--- src/rtl/instr_encoder_if.sv ---
// rtl/instr_encoder_if.sv - field-bundle in / instruction-word out bundle for instr_encoder
// Ports: clear (stream restart), in_* field bundle with valid/ready,
//        out_* encoded word with valid/ready and byte address, done/err status.
// master = producer/sink side (bench, boot loader), slave = encoder side.
interface instr_encoder_if #(
  parameter int ADDR_W = 10
);
  logic              clear;
  logic              in_valid;
  logic              in_ready;
  logic [3:0]        in_class;
  logic [4:0]        in_rd;
  logic [4:0]        in_rs1;
  logic [4:0]        in_rs2;
  logic [2:0]        in_funct3;
  logic              in_alt;
  logic [31:0]       in_imm;
  logic              out_valid;
  logic              out_ready;
  logic [31:0]       out_instr;
  logic [ADDR_W-1:0] out_addr;
  logic              done;
  logic              err;

  modport master (
    output clear, in_valid, in_class, in_rd, in_rs1, in_rs2, in_funct3, in_alt, in_imm, out_ready,
    input  in_ready, out_valid, out_instr, out_addr, done, err
  );

  modport slave (
    input  clear, in_valid, in_class, in_rd, in_rs1, in_rs2, in_funct3, in_alt, in_imm, out_ready,
    output in_ready, out_valid, out_instr, out_addr, done, err
  );
endinterface

--- src/rtl/instr_encoder.sv ---
// rtl/instr_encoder.sv - RV32I instruction word assembler with sequential-address output stream
// Ports: clk, rst (sync, active high), bus (instr_encoder_if.slave):
//        in_* decoded fields with valid/ready, out_* encoded word + byte address
//        with valid/ready, done after DEPTH words, sticky err on dropped illegal bundle.
module instr_encoder #(
  parameter int ADDR_W = 10,
  parameter int DEPTH  = 256
) (
  input  logic            clk,
  input  logic            rst,
  instr_encoder_if.slave  bus
);
  localparam int               CNT_W = $clog2(DEPTH + 1);
  localparam logic [CNT_W-1:0] LAST  = CNT_W'(DEPTH - 1);

  localparam logic [6:0] OP_RTYPE  = 7'b0110011;
  localparam logic [6:0] OP_ITYPE  = 7'b0010011;
  localparam logic [6:0] OP_LOAD   = 7'b0000011;
  localparam logic [6:0] OP_STORE  = 7'b0100011;
  localparam logic [6:0] OP_BRANCH = 7'b1100011;
  localparam logic [6:0] OP_JAL    = 7'b1101111;
  localparam logic [6:0] OP_JALR   = 7'b1100111;
  localparam logic [6:0] OP_LUI    = 7'b0110111;
  localparam logic [6:0] OP_AUIPC  = 7'b0010111;

  logic              r_out_valid;
  logic [31:0]       r_out_instr;
  logic [ADDR_W-1:0] r_out_addr;
  logic [CNT_W-1:0]  r_wcnt;
  logic              r_done;
  logic              r_err;

  logic [31:0] w_enc;
  logic        w_illegal;
  logic [6:0]  w_f7;
  logic        w_in_ready;
  logic        w_accept;
  logic        w_emit;

  always_comb begin
    w_f7      = bus.in_alt ? 7'b0100000 : 7'b0000000;
    w_enc     = '0;
    w_illegal = 1'b0;
    case (bus.in_class)
      4'd0: w_enc = {w_f7, bus.in_rs2, bus.in_rs1, bus.in_funct3, bus.in_rd, OP_RTYPE};
      4'd1: begin
        // SLLI/SRLI/SRAI: shamt in [24:20], alt picks arithmetic shift
        if (bus.in_funct3 == 3'b001 || bus.in_funct3 == 3'b101)
          w_enc = {1'b0, bus.in_alt, 5'b00000, bus.in_imm[4:0], bus.in_rs1, bus.in_funct3,
                   bus.in_rd, OP_ITYPE};
        else
          w_enc = {bus.in_imm[11:0], bus.in_rs1, bus.in_funct3, bus.in_rd, OP_ITYPE};
      end
      4'd2: w_enc = {bus.in_imm[11:0], bus.in_rs1, bus.in_funct3, bus.in_rd, OP_LOAD};
      4'd3: w_enc = {bus.in_imm[11:5], bus.in_rs2, bus.in_rs1, bus.in_funct3,
                     bus.in_imm[4:0], OP_STORE};
      4'd4: begin
        w_enc     = {bus.in_imm[12], bus.in_imm[10:5], bus.in_rs2, bus.in_rs1, bus.in_funct3,
                     bus.in_imm[4:1], bus.in_imm[11], OP_BRANCH};
        w_illegal = bus.in_imm[0];
      end
      4'd5: begin
        w_enc     = {bus.in_imm[20], bus.in_imm[10:1], bus.in_imm[11], bus.in_imm[19:12],
                     bus.in_rd, OP_JAL};
        w_illegal = bus.in_imm[0];
      end
      4'd6: w_enc = {bus.in_imm[11:0], bus.in_rs1, 3'b000, bus.in_rd, OP_JALR};
      4'd7: w_enc = {bus.in_imm[31:12], bus.in_rd, OP_LUI};
      4'd8: w_enc = {bus.in_imm[31:12], bus.in_rd, OP_AUIPC};
      default: w_illegal = 1'b1;
    endcase
  end

  // A new bundle may replace the pending word only if that word leaves this
  // cycle and is not the final one; otherwise it would outlive done.
  assign w_in_ready = !rst && !bus.clear && !r_done &&
                      (!r_out_valid || (bus.out_ready && (r_wcnt < LAST)));
  assign w_accept   = bus.in_valid && w_in_ready;
  assign w_emit     = r_out_valid && bus.out_ready;

  always_ff @(posedge clk) begin
    if (rst || bus.clear) begin
      r_out_valid <= 1'b0;
      r_out_instr <= '0;
      r_out_addr  <= '0;
      r_wcnt      <= '0;
      r_done      <= 1'b0;
      r_err       <= 1'b0;
    end else begin
      if (w_emit) begin
        r_out_addr <= r_out_addr + ADDR_W'(4);
        r_wcnt     <= r_wcnt + CNT_W'(1);
        if (r_wcnt == LAST) r_done <= 1'b1;
      end
      // An illegal bundle is consumed but leaves the output stage alone.
      if (w_accept && !w_illegal) begin
        r_out_valid <= 1'b1;
        r_out_instr <= w_enc;
      end else if (w_emit) begin
        r_out_valid <= 1'b0;
      end
      if (w_accept && w_illegal) r_err <= 1'b1;
    end
  end

  assign bus.in_ready  = w_in_ready;
  assign bus.out_valid = r_out_valid;
  assign bus.out_instr = r_out_instr;
  assign bus.out_addr  = r_out_addr;
  assign bus.done      = r_done;
  assign bus.err       = r_err;
endmodule

--- src/flat_wrapper.sv ---
// flat-port wrapper written by rule: the top's interface ports become plain ports
module instr_encoder_flat 
#(
  parameter int ADDR_W = 10,
  parameter int DEPTH  = 256
)
  (clk, rst, bus_clear, bus_in_valid, bus_in_class, bus_in_rd, bus_in_rs1, bus_in_rs2, bus_in_funct3, bus_in_alt, bus_in_imm, bus_out_ready, bus_in_ready, bus_out_valid, bus_out_instr, bus_out_addr, bus_done, bus_err);
  instr_encoder_if #(.ADDR_W(ADDR_W)) bus_i ();
  input  logic clk;
  input  logic rst;
  input wire logic [$bits(bus_i.clear)-1:0] bus_clear;
  input wire logic [$bits(bus_i.in_valid)-1:0] bus_in_valid;
  input wire logic [$bits(bus_i.in_class)-1:0] bus_in_class;
  input wire logic [$bits(bus_i.in_rd)-1:0] bus_in_rd;
  input wire logic [$bits(bus_i.in_rs1)-1:0] bus_in_rs1;
  input wire logic [$bits(bus_i.in_rs2)-1:0] bus_in_rs2;
  input wire logic [$bits(bus_i.in_funct3)-1:0] bus_in_funct3;
  input wire logic [$bits(bus_i.in_alt)-1:0] bus_in_alt;
  input wire logic [$bits(bus_i.in_imm)-1:0] bus_in_imm;
  input wire logic [$bits(bus_i.out_ready)-1:0] bus_out_ready;
  output wire logic [$bits(bus_i.in_ready)-1:0] bus_in_ready;
  output wire logic [$bits(bus_i.out_valid)-1:0] bus_out_valid;
  output wire logic [$bits(bus_i.out_instr)-1:0] bus_out_instr;
  output wire logic [$bits(bus_i.out_addr)-1:0] bus_out_addr;
  output wire logic [$bits(bus_i.done)-1:0] bus_done;
  output wire logic [$bits(bus_i.err)-1:0] bus_err;
  assign bus_i.clear = bus_clear;
  assign bus_i.in_valid = bus_in_valid;
  assign bus_i.in_class = bus_in_class;
  assign bus_i.in_rd = bus_in_rd;
  assign bus_i.in_rs1 = bus_in_rs1;
  assign bus_i.in_rs2 = bus_in_rs2;
  assign bus_i.in_funct3 = bus_in_funct3;
  assign bus_i.in_alt = bus_in_alt;
  assign bus_i.in_imm = bus_in_imm;
  assign bus_i.out_ready = bus_out_ready;
  assign bus_in_ready = bus_i.in_ready;
  assign bus_out_valid = bus_i.out_valid;
  assign bus_out_instr = bus_i.out_instr;
  assign bus_out_addr = bus_i.out_addr;
  assign bus_done = bus_i.done;
  assign bus_err = bus_i.err;
  instr_encoder #(.ADDR_W(ADDR_W), .DEPTH(DEPTH)) u_core (.clk(clk), .rst(rst), .bus(bus_i));
endmodule
--- config.mk ---
export PLATFORM = sky130hd
export DESIGN_NAME = instr_encoder_flat
export DESIGN_NICKNAME = d
export VERILOG_FILES = /design/src/rtl/instr_encoder_if.sv /design/src/rtl/instr_encoder.sv /design/src/flat_wrapper.sv
export SDC_FILE = /design/constraint.sdc
export NUM_CORES = 1
export LEC_CHECK = 0
export BUFFER_PORTS_ARGS = -buffer_cell sky130_fd_sc_hd__clkbuf_2
export CAP_MARGIN = 20
export CORE_MARGIN = 3
export CORE_UTILIZATION = 49
export DETAILED_ROUTE_END_ITERATION = 10
export PLACE_DENSITY = 0.81
export SYNTH_ARGS = -nofsm -noshare
export SYNTH_HDL_FRONTEND = slang
export SYNTH_SLANG_ARGS = --single-unit
--- constraint.sdc ---
create_clock -name clk -period 2.4 [get_ports clk]
set_clock_uncertainty 0.05 [all_clocks]
set_input_delay 0.12 -clock clk [delete_from_list [all_inputs] [get_ports clk]]
set_output_delay 0.12 -clock clk [all_outputs]
set_load 0.03 [all_outputs]
Word-level counts from Yosys, hierarchy flattened
Index checks and enable logic that the tools add are counted.
{"block": "classes", "n_addsub": 2, "order_cmp": 1, "n_eq_ne": 11, "mux": 6, "reduce_logical": 21}
{"cell": "32-bit one-hot mux with 9 select lines", "n": 1}
{"cell": "32-bit two-way mux", "n": 1}
{"cell": "4-bit by 3-bit == test with 1-bit output (second input constant)", "n": 4}
{"cell": "10-bit by 3-bit adder with 10-bit output (second input constant)", "n": 1}
{"cell": "9-bit by 1-bit adder with 9-bit output (second input constant)", "n": 1}
{"cell": "9-bit by 8-bit == test with 1-bit output (second input constant)", "n": 1}
{"cell": "9-bit by 8-bit < comparator with 1-bit output (second input constant)", "n": 1}
{"cell": "4-bit by 2-bit == test with 1-bit output (second input constant)", "n": 2}
{"cell": "1-bit logical AND", "n": 8}
{"cell": "7-bit OR reduction", "n": 1}
{"cell": "6-bit two-way mux", "n": 1}
{"cell": "1-bit zero test", "n": 5}
{"cell": "4-bit by 1-bit == test with 1-bit output (second input constant)", "n": 1}
{"cell": "4-bit == test (second input constant)", "n": 1}
{"cell": "4-bit zero test", "n": 1}
{"cell": "3-bit by 1-bit == test with 1-bit output (second input constant)", "n": 1}
{"cell": "3-bit == test (second input constant)", "n": 1}
{"cell": "1-bit logical OR", "n": 3}
{"cell": "1-bit two-way mux", "n": 2}
{"cell": "1-bit one-hot mux with 2 select lines", "n": 1}
{"cell": "2-bit AND reduction", "n": 1}
{"cell": "2-bit nonzero test", "n": 1}
{"cell": "2-bit OR reduction", "n": 1}
{"block": "totals", "regBits": 54, "in_bits": 60, "out_inout_bits": 46, "word_cells": 47}

Logic depth before layout (Yosys ltp)
Gate-level depths: netlist of the first run.
{"block": "depth", "depth_word": 7, "mapped_depth": 7, "mapped_depth_nobuf": 5}

Least setup slack after synthesis of the first run
No wires, ideal clock.
{"block": "synth_timing", "path_type": "register to register", "start": "reg u_core.r_out_valid (netlist: u_core.bus.out_valid)", "end": "reg u_core.r_out_instr[17] (netlist: u_core.bus.out_instr[17])", "setup_ns": 0.116, "arrival_ns": 1.613, "required_ns": 2.234, "path_slack_ns": 0.621, "stages_incl_launch_ff": 7, "path_buffers": 1, "synth_period_minus_slack_ns": 1.779, "path_cell_list": "dfxtp_1 and3_1 nand4_1 nand3_1 or2_1 buf_2 a31o_1"}
{"block": "synth_between", "elab_chain_len": 5}
{"element": "from (decl)", "line_no": "instr_encoder.sv:26", "rtl": "logic r_out_valid;"}
{"element": "from (signal assigned)", "line_no": "instr_encoder.sv:83", "rtl": "r_out_valid <= 1'b0;"}
{"element": "from (signal assigned)", "line_no": "instr_encoder.sv:97", "rtl": "r_out_valid <= 1'b1;"}
{"element": "from (signal assigned)", "line_no": "instr_encoder.sv:100", "rtl": "r_out_valid <= 1'b0;"}
{"element": "1-bit zero test", "line_no": "instr_encoder.sv:77", "rtl": "(!r_out_valid || (bus.out_ready && (r_wcnt < LAST)));"}
{"element": "1-bit logical OR", "line_no": "instr_encoder.sv:77"}
{"element": "1-bit logical AND", "line_no": "instr_encoder.sv:76", "rtl": "assign w_in_ready = !rst && !bus.clear && !r_done &&"}
{"element": "1-bit logical AND", "line_no": "instr_encoder.sv:78", "rtl": "assign w_accept = bus.in_valid && w_in_ready;"}
{"element": "1-bit logical AND", "line_no": "instr_encoder.sv:96", "rtl": "if (w_accept && !w_illegal) begin"}
{"element": "to (signal assigned)", "line_no": "instr_encoder.sv:98", "rtl": "r_out_instr <= w_enc;"}
{"element": "to (decl)", "line_no": "instr_encoder.sv:27", "rtl": "logic [31:0] r_out_instr;"}
Every way passes these cells.
A chain may end at the register's enable or synchronous reset.

Worst setup path after layout of the first run
{"block": "layout_timing", "start": "reg u_core.r_wcnt[2]", "end": "out bus_in_ready"}
{"block": "layout_between", "elab_chain_len": 4}
{"element": "from (decl)", "line_no": "instr_encoder.sv:29", "rtl": "logic [CNT_W-1:0] r_wcnt;"}
{"element": "from (signal assigned)", "line_no": "instr_encoder.sv:92", "rtl": "r_wcnt <= r_wcnt + CNT_W'(1);"}
{"element": "9-bit by 8-bit < comparator with 1-bit output", "line_no": "instr_encoder.sv:77"}
{"element": "1-bit logical AND", "line_no": "instr_encoder.sv:77"}
{"element": "1-bit logical OR", "line_no": "instr_encoder.sv:77"}
{"element": "1-bit logical AND", "line_no": "instr_encoder.sv:76"}
{"element": "to (decl)", "line_no": "flat_wrapper.sv:21", "rtl": "output wire logic [$bits(bus_i.in_ready)-1:0] bus_in_ready;"}
Every way passes these cells.

==> qor.csv, run 1 <==
metric;value;unit
CP max FO;22;
CTS resizes;0;
CP max stage delay;0.42;ns
Routed Antenna Nets;0;
hold_ws;0.06308;ns
Final Cell Area;0.003447;mm2
nets@finish;492;
routed via count;2994;
Overall Global Routing Usage;0.2444;
Die Wd;81.78;um
first-pass GRT wire length;12800;um
Syn Area/Cell;8.252;um2
htree depth;2;
Total Wirelength;8012;um
Leak;1.463;nW
Root Driver;clkbuf_8;
clock sink total;51;
layer with the highest usage;met2;
setup_tns;0;ns
Synth warnings;0;
measured slew at the worst slew-check pin;0.8558;ns
power per cell area;495.8;mW/mm2
met1 usage;0.3162;
Worst EP required;2.23;ns
Final WS setup;0.2577;ns
# Post-CTS Setup Buffers;0;
fin cells;501;
dpl ws;0.3940;ns
endpoint type of the worst setup path;primary output;
outcome;finished, final reports clean;
Final Cycle Share;0.8926;
Final HPWL DP;6025;um
MaxCap Viol Count;0;
Hold Crit Class;in2reg;
TritonRoute pass-1 iters;8;
top_reg_cell synth;dfxtp_1;
CP Cell Sequence;and4_1 -> nand4_1 -> nand3_1 -> buf_4 -> inv_1 -> clkbuf_2;
fmax;0.4668;GHz
Final Util;0.6461;
Placer Congestion;0.9319;
PortBufs;103;
fillers;482;
gr ovfl total;0;
GR met2 Demand/Resource;0.3853;
layout cells sized above 1;0.2900;
Setup violations, final;0;
Max Root-Sink Buffers;2;
Rel. slew slack;0.4256;
register area share after synthesis;0.3628;
CP arrival;1.97;ns
Syn-to-layout area delta;22.50;%
number of antenna diodes;0;
total CTS buffers;5;
Placed Area;0.003349;mm2
Initial Util;0.5274;
area of the core;0.005335;mm2
share of Yosys cell area claimed by the top area cell type;0.3628;
fin. max-slew vios;0;
Die H;81.78;um
total power;1.709;mW
placed insts;493;
largest net degree at the start of global routing;28;
crit path time final;2.142;ns
Peak supply drop;0.2854;mV
Die ar.;0.006688;mm2
routed vias/inst;5.976;
Post-synth ARST share;0;
CP startpoint kind;register;
vias in the first global route;2716;
Worst-Skew Late Latency;0.31;ns
area leader, netlist;dfxtp_1;
initial antenna violation count;0;
Setup CP Type;reg2out;
Global Route met3 Usage;0.05263;
slowest CP cell;dfxtp_1;
# hold bufs at CTS;0;
Synth area leaders;dfxtp_1 (36%), nor3_1 (3.9%), a31o_1 (3.7%), nor2b_1 (3.6%), a21oi_1 (3.4%);
Synth Instances;341;
TritonCTS clock tree;built;
Synth Register Bits;51;
# DRC;0;
routed length per instance;15.99;um
Fin. Hold Viols;0;
unrepaired setup endpoints after global routing;no;
FP Rows;26;
Reg clk slew, reported paths;0.10;ns
io pins;106;
initial DRC count;300;
EDFF count, synth;0;
mapped cell area;0.002814;mm2
synth unique cells;49;
==> kinds of logic (layout without fill, tap and decap cells) <==
group,Yosys count,in the layout,share of synthesized area
multiplexers,6,6,0.02134
AO/OA/AOI/OAI,106,106,0.2681
adder cells (fa/ha/maj),2,2,0.008891
other,1,2,0.001333
flip-flops,51,51,0.3628
AND/OR/NAND/NOR,121,121,0.2303
XOR/XNOR,13,13,0.04046
buffers and inverters,41,130,0.06670
==> power breakdown <==
part           switching, mW  leakage, nW  internal (mW)
clock                  0.311       0.0502          0.216
combinational          0.195         1.00          0.121
sequential           0.00795        0.412          0.857
total                  0.514         1.46           1.19
==> cells in the final DEF, fill, tap and decap left out, drive strengths merged, types with 7 or more instances in the layout <==
master / count
nor3: 22
a21oi: 19
nor2: 21
nand4: 7
nand2: 18
a222oi: 9
o211ai: 8
clkbuf: 108
xor2: 10
buf: 8
nand3: 14
a31o: 14
nor2b: 16
a221oi: 8
o21ai: 20
dfxtp: 51
inv: 11
==> final timing paths <==
kind                                         startpoint                       end  slack, ns  cells past startpoint
worst max-delay path                   u_core.r_wcnt[2]              bus_in_ready       0.26                      6
worst min register to register  u_core.bus.out_instr[1]   u_core.bus.out_instr[1]       0.42                      2
worst min-delay path                     bus_in_imm[30]  u_core.bus.out_instr[30]       0.06                      3
worst max register to register         u_core.r_wcnt[8]   u_core.bus.out_instr[3]       0.45                      5
==> final cells by class <==
cell class | instances | area (um2) | area share
clock buffers | 5 | 68.82 | 0.01996
repair buffers | 111 | 588.1 | 0.1706
inverters | 11 | 41.29 | 0.01198
flip-flops and latches | 51 | 1021 | 0.2962
multi-input cells | 250 | 1612 | 0.4675
well taps | 70 | 87.58 | 0.02541
clock inverters | 3 | 28.78 | 0.008348
==> critical path: cells and delay by family, from the launching register on <==
kind	cells	cell delay [ns]
buffers and inverters	3	0.52
flip-flops	1	0.42
AND/OR/NAND/NOR	3	0.71
==> registers in the layout, summed over array words and instances (netlist names) <==
name,flops
u_core.bus.done,1
u_core.bus.out_valid,1
u_core.bus.out_addr,8
u_core.bus.out_instr,31
u_core.r_wcnt,9
u_core.bus.err,1
==> routing by layer <==
layer  share of wire  routed length (um)  vias to the layer above
met5               0                   0                        -
met4           0.027                 215                        0
met3           0.087                 696                       21
met2            0.47                3729                      150
met1            0.42                3371                     1374
li1                -                   -                     1449
==> cells in the mapped netlist (9+ instances only) <==
library cell and instances:
buf_2 12, a31o_1 12, xor2_1 10, nor3_1 22
nor2b_1 16, nand3_1 14, a21oi_1 19, o21ai_0 18
nand2_1 17, a222oi_1 9, dfxtp_1 51, clkbuf_1 12
inv_1 10, nor2_1 21
Note: power is estimated with default switching activity, not from simulation.
==> run 2, diff against run 1 <==
--- a/config.mk
+++ b/config.mk
@@ -7,7 +7,7 @@
 export LEC_CHECK = 0
 export BUFFER_PORTS_ARGS = -buffer_cell sky130_fd_sc_hd__clkbuf_2
 export CAP_MARGIN = 20
-export CORE_MARGIN = 3
+export CORE_MARGIN = 2
 export CORE_UTILIZATION = 49
 export DETAILED_ROUTE_END_ITERATION = 10
 export PLACE_DENSITY = 0.81
==> qor.csv, run 2 (synthesis results as in run 1) <==
metric;value;unit;change
power per cell area;508.3;mW/mm2;was 495.8 mW/mm2
Worst-Skew Late Latency;0.30;ns;was 0.31 ns
Placer Congestion;0.8441;;was 0.9319
# Post-CTS Setup Buffers;0;;unchanged
layout cells sized above 1;0.2877;;was 0.2900
initial DRC count;152;;was 300
Hold Crit Start;bus_in_imm[30];;unchanged
Routed Antenna Nets;0;;unchanged
first-pass GRT wire length;12340;um;was 12800 um
max reg flops;31;;unchanged
Overall Global Routing Usage;0.2437;;was 0.2444
Final HPWL DP;5720;um;was 6025 um
outcome;finished, final reports clean;;unchanged
area of the core;0.005540;mm2;was 0.005335 mm2
Setup CP Type;reg2out;;unchanged
Fin. Hold Viols;0;;unchanged
CTS resizes;0;;unchanged
nets@finish;493;;was 492
fin. max-slew vios;0;;unchanged
number of antenna diodes;0;;unchanged
crit path time final;2.164;ns;was 2.142 ns
Hold Path Sink;u_core.bus.out_instr[30];;unchanged
measured slew at the worst slew-check pin;0.6228;ns;was 0.8558 ns
CP max stage delay;0.40;ns;was 0.42 ns
CP startpoint kind;register;;unchanged
commonest non-fill, non-tap cell in the layout;clkbuf_2;;unchanged
# DRC;0;;unchanged
CP Cell Sequence;and4_1 -> nand4_1 -> nand3_1 -> buf_4 -> inv_1 -> clkbuf_2;;unchanged
gr ovfl total;0;;unchanged
PortBufs;103;;unchanged
largest net degree at the start of global routing;38;;was 28
unrepaired setup endpoints after global routing;no;;unchanged
Die H;79.78;um;was 81.78 um
RR Startpoint;u_core.r_wcnt[3];;was u_core.r_wcnt[8]
Setup violations, final;0;;unchanged
vias in the first global route;2606;;was 2716
Max Root-Sink Buffers;2;;unchanged
routed length per instance;15.26;um;was 15.99 um
most frequent cells in the layout;clkbuf_2 (103), dfxtp_1 (51), nor3_1 (22);;unchanged
Final Cycle Share;0.9017;;was 0.8926
Final Cell Area;0.003450;mm2;was 0.003447 mm2
total CTS buffers;5;;unchanged
area of the multi-input gates;0.001612;mm2;unchanged
slowest CP cell;dfxtp_1;;unchanged
Worst EP required;2.23;ns;about the same
Die Wd;79.78;um;was 81.78 um
Die ar.;0.006365;mm2;was 0.006688 mm2
htree depth;2;;unchanged
clock sink total;51;;unchanged
CP max FO;18;;was 22
# hold bufs at CTS;0;;unchanged
Total Wirelength;7675;um;was 8012 um
Worst Path Buf+Inv;3;;unchanged
FF-to-FF path depth;6;;was 5
CP arrival;1.99;ns;was 1.97 ns
R2R Setup Slk;0.48;ns;was 0.45 ns
total power;1.753;mW;was 1.709 mW
setup_tns;0;ns;unchanged
R2R Path End;u_core.bus.out_instr[26];;was u_core.bus.out_instr[3]
dpl ws;0.5301;ns;was 0.3940 ns
Leak;1.463;nW;about the same
Final Util;0.6226;;was 0.6461
TritonCTS clock tree;built;;unchanged
Hold Crit Class;in2reg;;unchanged
Worst Hold Depth;3;;unchanged
placed insts;496;;was 493
MaxCap Viol Count;0;;unchanged
fmax;0.4621;GHz;was 0.4668 GHz
io pins;106;;unchanged
Syn-to-layout area delta;22.59;%;was 22.50%
hold_ws;0.05752;ns;was 0.06308 ns
register area;0.001021;mm2;unchanged
Rel. slew slack;0.5816;;was 0.4256
routed vias/inst;5.831;;was 5.976
fillers;514;;was 482
Initial Util;0.5079;;was 0.5274
Placed Area;0.003347;mm2;was 0.003349 mm2
Peak supply drop;0.2855;mV;was 0.2854 mV
routed via count;2933;;was 2994
Final WS setup;0.2360;ns;was 0.2577 ns
endpoint type of the worst setup path;primary output;;unchanged
Reg clk slew, reported paths;0.09;ns;was 0.10 ns
FP Rows;27;;was 26
fin cells;503;;was 501
CP delay by family, top;simple AND/OR/NAND/NOR gates;;unchanged
Root Driver;clkbuf_8;;unchanged
TritonRoute pass-1 iters;5;;was 8
initial antenna violation count;0;;unchanged
[run 2: cell types whose count changed in the layout (fill, tap and decap cells not counted), sizes merged]
cell	before	now
buf	8	9
bufinv	0	1
clkinv	3	1
clkbuf	108	109
inv	11	10
[run 2: layout make-up]
| type | count | area share |
|---|---|---|
| Clock inverter | 1 | 0.008705 |
| Inverter | 11 | 0.01197 |
| Sequential cell | 51 | 0.2960 |
| Multi-Input combinational cell | 250 | 0.4672 |
| Clock buffer | 6 | 0.02104 |
| Tap cell | 72 | 0.02612 |
| Timing Repair Buffer | 112 | 0.1690 |
[run 2: power by group]
part           internal [mW]  switching [mW]  leakage [nW]
combinational          0.121           0.192          1.00
clock                  0.306           0.270        0.0513
sequential             0.857         0.00772         0.412
[run 2: worst max path at each step]
stage / startpoint / end / slack, ns / cells after the start
after floorplan: u_core.bus.out_valid / u_core.bus.out_instr[17] / 0.62 / 6
after global placement: u_core.r_wcnt[4] / u_core.bus.out_instr[25] / 0.55 / 6
after detailed placement: u_core.r_wcnt[3] / u_core.bus.out_instr[26] / 0.53 / 6
after CTS: u_core.r_wcnt[2] / bus_in_ready / 0.23 / 6
after global routing: u_core.r_wcnt[2] / bus_in_ready / 0.11 / 6
final: u_core.r_wcnt[3] / bus_in_ready / 0.24 / 6
[run 2: worst min-delay path, delay by kind of cell]
family	cells	cell delay (ns)
compound gates	2	0.17
buf+inv	1	0.08
[run 2: metal layers]
| metal | track usage | wire length (um) | vias up |
|---|---|---|---|
| met1 | 0.3181 | 3318 | 1356 |
| met4 | 0.07288 | 83 | 0 |
| met3 | 0.04864 | 492 | 8 |
| li1 | - | - | 1455 |
| met2 | 0.4067 | 3780 | 114 |
| met5 | 0 | 0 | - |
==> run 3, diff against run 2 <==
--- a/config.mk
+++ b/config.mk
@@ -11,6 +11,7 @@
 export CORE_UTILIZATION = 49
 export DETAILED_ROUTE_END_ITERATION = 10
 export PLACE_DENSITY = 0.81
+export RECOVER_POWER = 50
 export SYNTH_ARGS = -nofsm -noshare
 export SYNTH_HDL_FRONTEND = slang
 export SYNTH_SLANG_ARGS = --single-unit
==> qor.csv, run 3 (synthesis results as in run 1) <==
metric;value;unit;change
Peak supply drop;0.2872;mV;was 0.2855 mV
CP max stage delay;0.41;ns;was 0.40 ns
# DRC;0;;unchanged
CP Launch Point;u_core.r_wcnt[2];;was u_core.r_wcnt[3]
CP startpoint kind;register;;unchanged
Routed Antenna Nets;0;;unchanged
Hold Crit Start;bus_in_imm[30];;unchanged
Leak;1.314;nW;was 1.463 nW
total CTS buffers;5;;unchanged
# Post-CTS Setup Buffers;0;;unchanged
area of the multi-input gates;0.001612;mm2;unchanged
max reg flops;31;;unchanged
Die H;79.78;um;unchanged
dpl ws;0.5301;ns;unchanged
CP arrival;1.99;ns;about the same
register area;0.001021;mm2;unchanged
FP Rows;27;;unchanged
Final WS setup;0.2436;ns;was 0.2360 ns
nets@finish;493;;unchanged
Die Wd;79.78;um;unchanged
fmax;0.4637;GHz;was 0.4621 GHz
unrepaired setup endpoints after global routing;no;;unchanged
fin. max-slew vios;0;;unchanged
RR Startpoint;u_core.bus.out_valid;;was u_core.r_wcnt[3]
slowest CP cell;dfxtp_1;;unchanged
most frequent cells in the layout;clkbuf_2 (60), dfxtp_1 (51), clkbuf_1 (44);;was clkbuf_2 (103), dfxtp_1 (51), nor3_1 (22)
endpoint type of the worst setup path;primary output;;unchanged
placed insts;496;;unchanged
hold_ws;0.05177;ns;was 0.05752 ns
first-pass GRT wire length;12340;um;unchanged
Placed Area;0.003347;mm2;unchanged
CP Cell Sequence;and4_1 -> nand4_1 -> nand3_1 -> buf_4 -> inv_1 -> clkbuf_2;;unchanged
Overall Global Routing Usage;0.2437;;unchanged
vias in the first global route;2606;;unchanged
initial antenna violation count;0;;unchanged
CP delay by family, top;simple AND/OR/NAND/NOR gates;;unchanged
fin cells;503;;unchanged
Worst-Skew Late Latency;0.30;ns;about the same
Total Wirelength;7710;um;was 7675 um
routed via count;2921;;was 2933
Final Util;0.6129;;was 0.6226
Fin. Hold Viols;0;;unchanged
Hold Crit Class;in2reg;;unchanged
power per cell area;516.8;mW/mm2;was 508.3 mW/mm2
# hold bufs at CTS;0;;unchanged
clock sink total;51;;unchanged
number of antenna diodes;0;;unchanged
Rel. slew slack;0.5870;;was 0.5816
Worst EP required;2.23;ns;about the same
total power;1.755;mW;was 1.753 mW
CTS resizes;0;;unchanged
htree depth;2;;unchanged
Setup violations, final;0;;unchanged
fillers;546;;was 514
Final HPWL DP;5720;um;unchanged
MaxCap Viol Count;0;;unchanged
largest net degree at the start of global routing;38;;unchanged
Reg clk slew, reported paths;0.09;ns;about the same
setup_tns;0;ns;unchanged
measured slew at the worst slew-check pin;0.6147;ns;was 0.6228 ns
PortBufs;103;;unchanged
crit path time final;2.156;ns;was 2.164 ns
io pins;106;;unchanged
Syn-to-layout area delta;20.68;%;was 22.59%
commonest non-fill, non-tap cell in the layout;clkbuf_2;;unchanged
TritonRoute pass-1 iters;5;;unchanged
Root Driver;clkbuf_8;;unchanged
layout cells sized above 1;0.1879;;was 0.2877
Worst Path Buf+Inv;3;;unchanged
Setup CP Type;reg2out;;unchanged
Die ar.;0.006365;mm2;unchanged
TritonCTS clock tree;built;;unchanged
Placer Congestion;0.8441;;unchanged
Max Root-Sink Buffers;2;;unchanged
initial DRC count;174;;was 152
outcome;finished, final reports clean;;unchanged
Final Cycle Share;0.8985;;was 0.9017
Initial Util;0.5079;;unchanged
Final Cell Area;0.003396;mm2;was 0.003450 mm2
area of the core;0.005540;mm2;unchanged
CP max FO;18;;unchanged
routed vias/inst;5.807;;was 5.831
gr ovfl total;0;;unchanged
routed length per instance;15.33;um;was 15.26 um
## run 3: where the power goes
group	leakage [nW]	switching, mW	internal, mW
Clock	0.0513	0.274	0.306
Combinational	0.851	0.192	0.118
Sequential	0.412	0.00772	0.857
Total	1.31	0.474	1.28
## run 3: cell type report
| cell class | instances | area share |
|---|---|---|
| clock buffers | 6 | 0.02137 |
| clock inverters | 1 | 0.008843 |
| inverters | 11 | 0.01216 |
| multi-input cells | 250 | 0.4746 |
| flip-flops and latches | 51 | 0.3007 |
| well taps | 72 | 0.02653 |
| repair buffers | 112 | 0.1559 |
## run 3: layer usage
metal / track usage / up-vias / part of all wire
met5: 0 / - / 0
met4: 0.07288 / 0 / 0.012
met3: 0.04864 / 9 / 0.070
met2: 0.4067 / 114 / 0.49
met1: 0.3181 / 1342 / 0.43
li1: - / 1456 / -
## run 3: worst reg2reg max path, stage by stage (launching register included)
cell and delay [ns]:
dfxtp_1 0.45, and2_0 0.52, nand4_1 0.29, or3_1 0.41, a21oi_1 0.14
## run 3: final timing paths
kind | to | slack [ns] | cells past startpoint
hold reg to reg | u_core.bus.out_instr[3] | 0.41 | 2
setup / recovery | bus_in_ready | 0.24 | 6
hold / removal | u_core.bus.out_instr[30] | 0.05 | 3
setup reg to reg | u_core.bus.out_addr[9] | 0.48 | 4
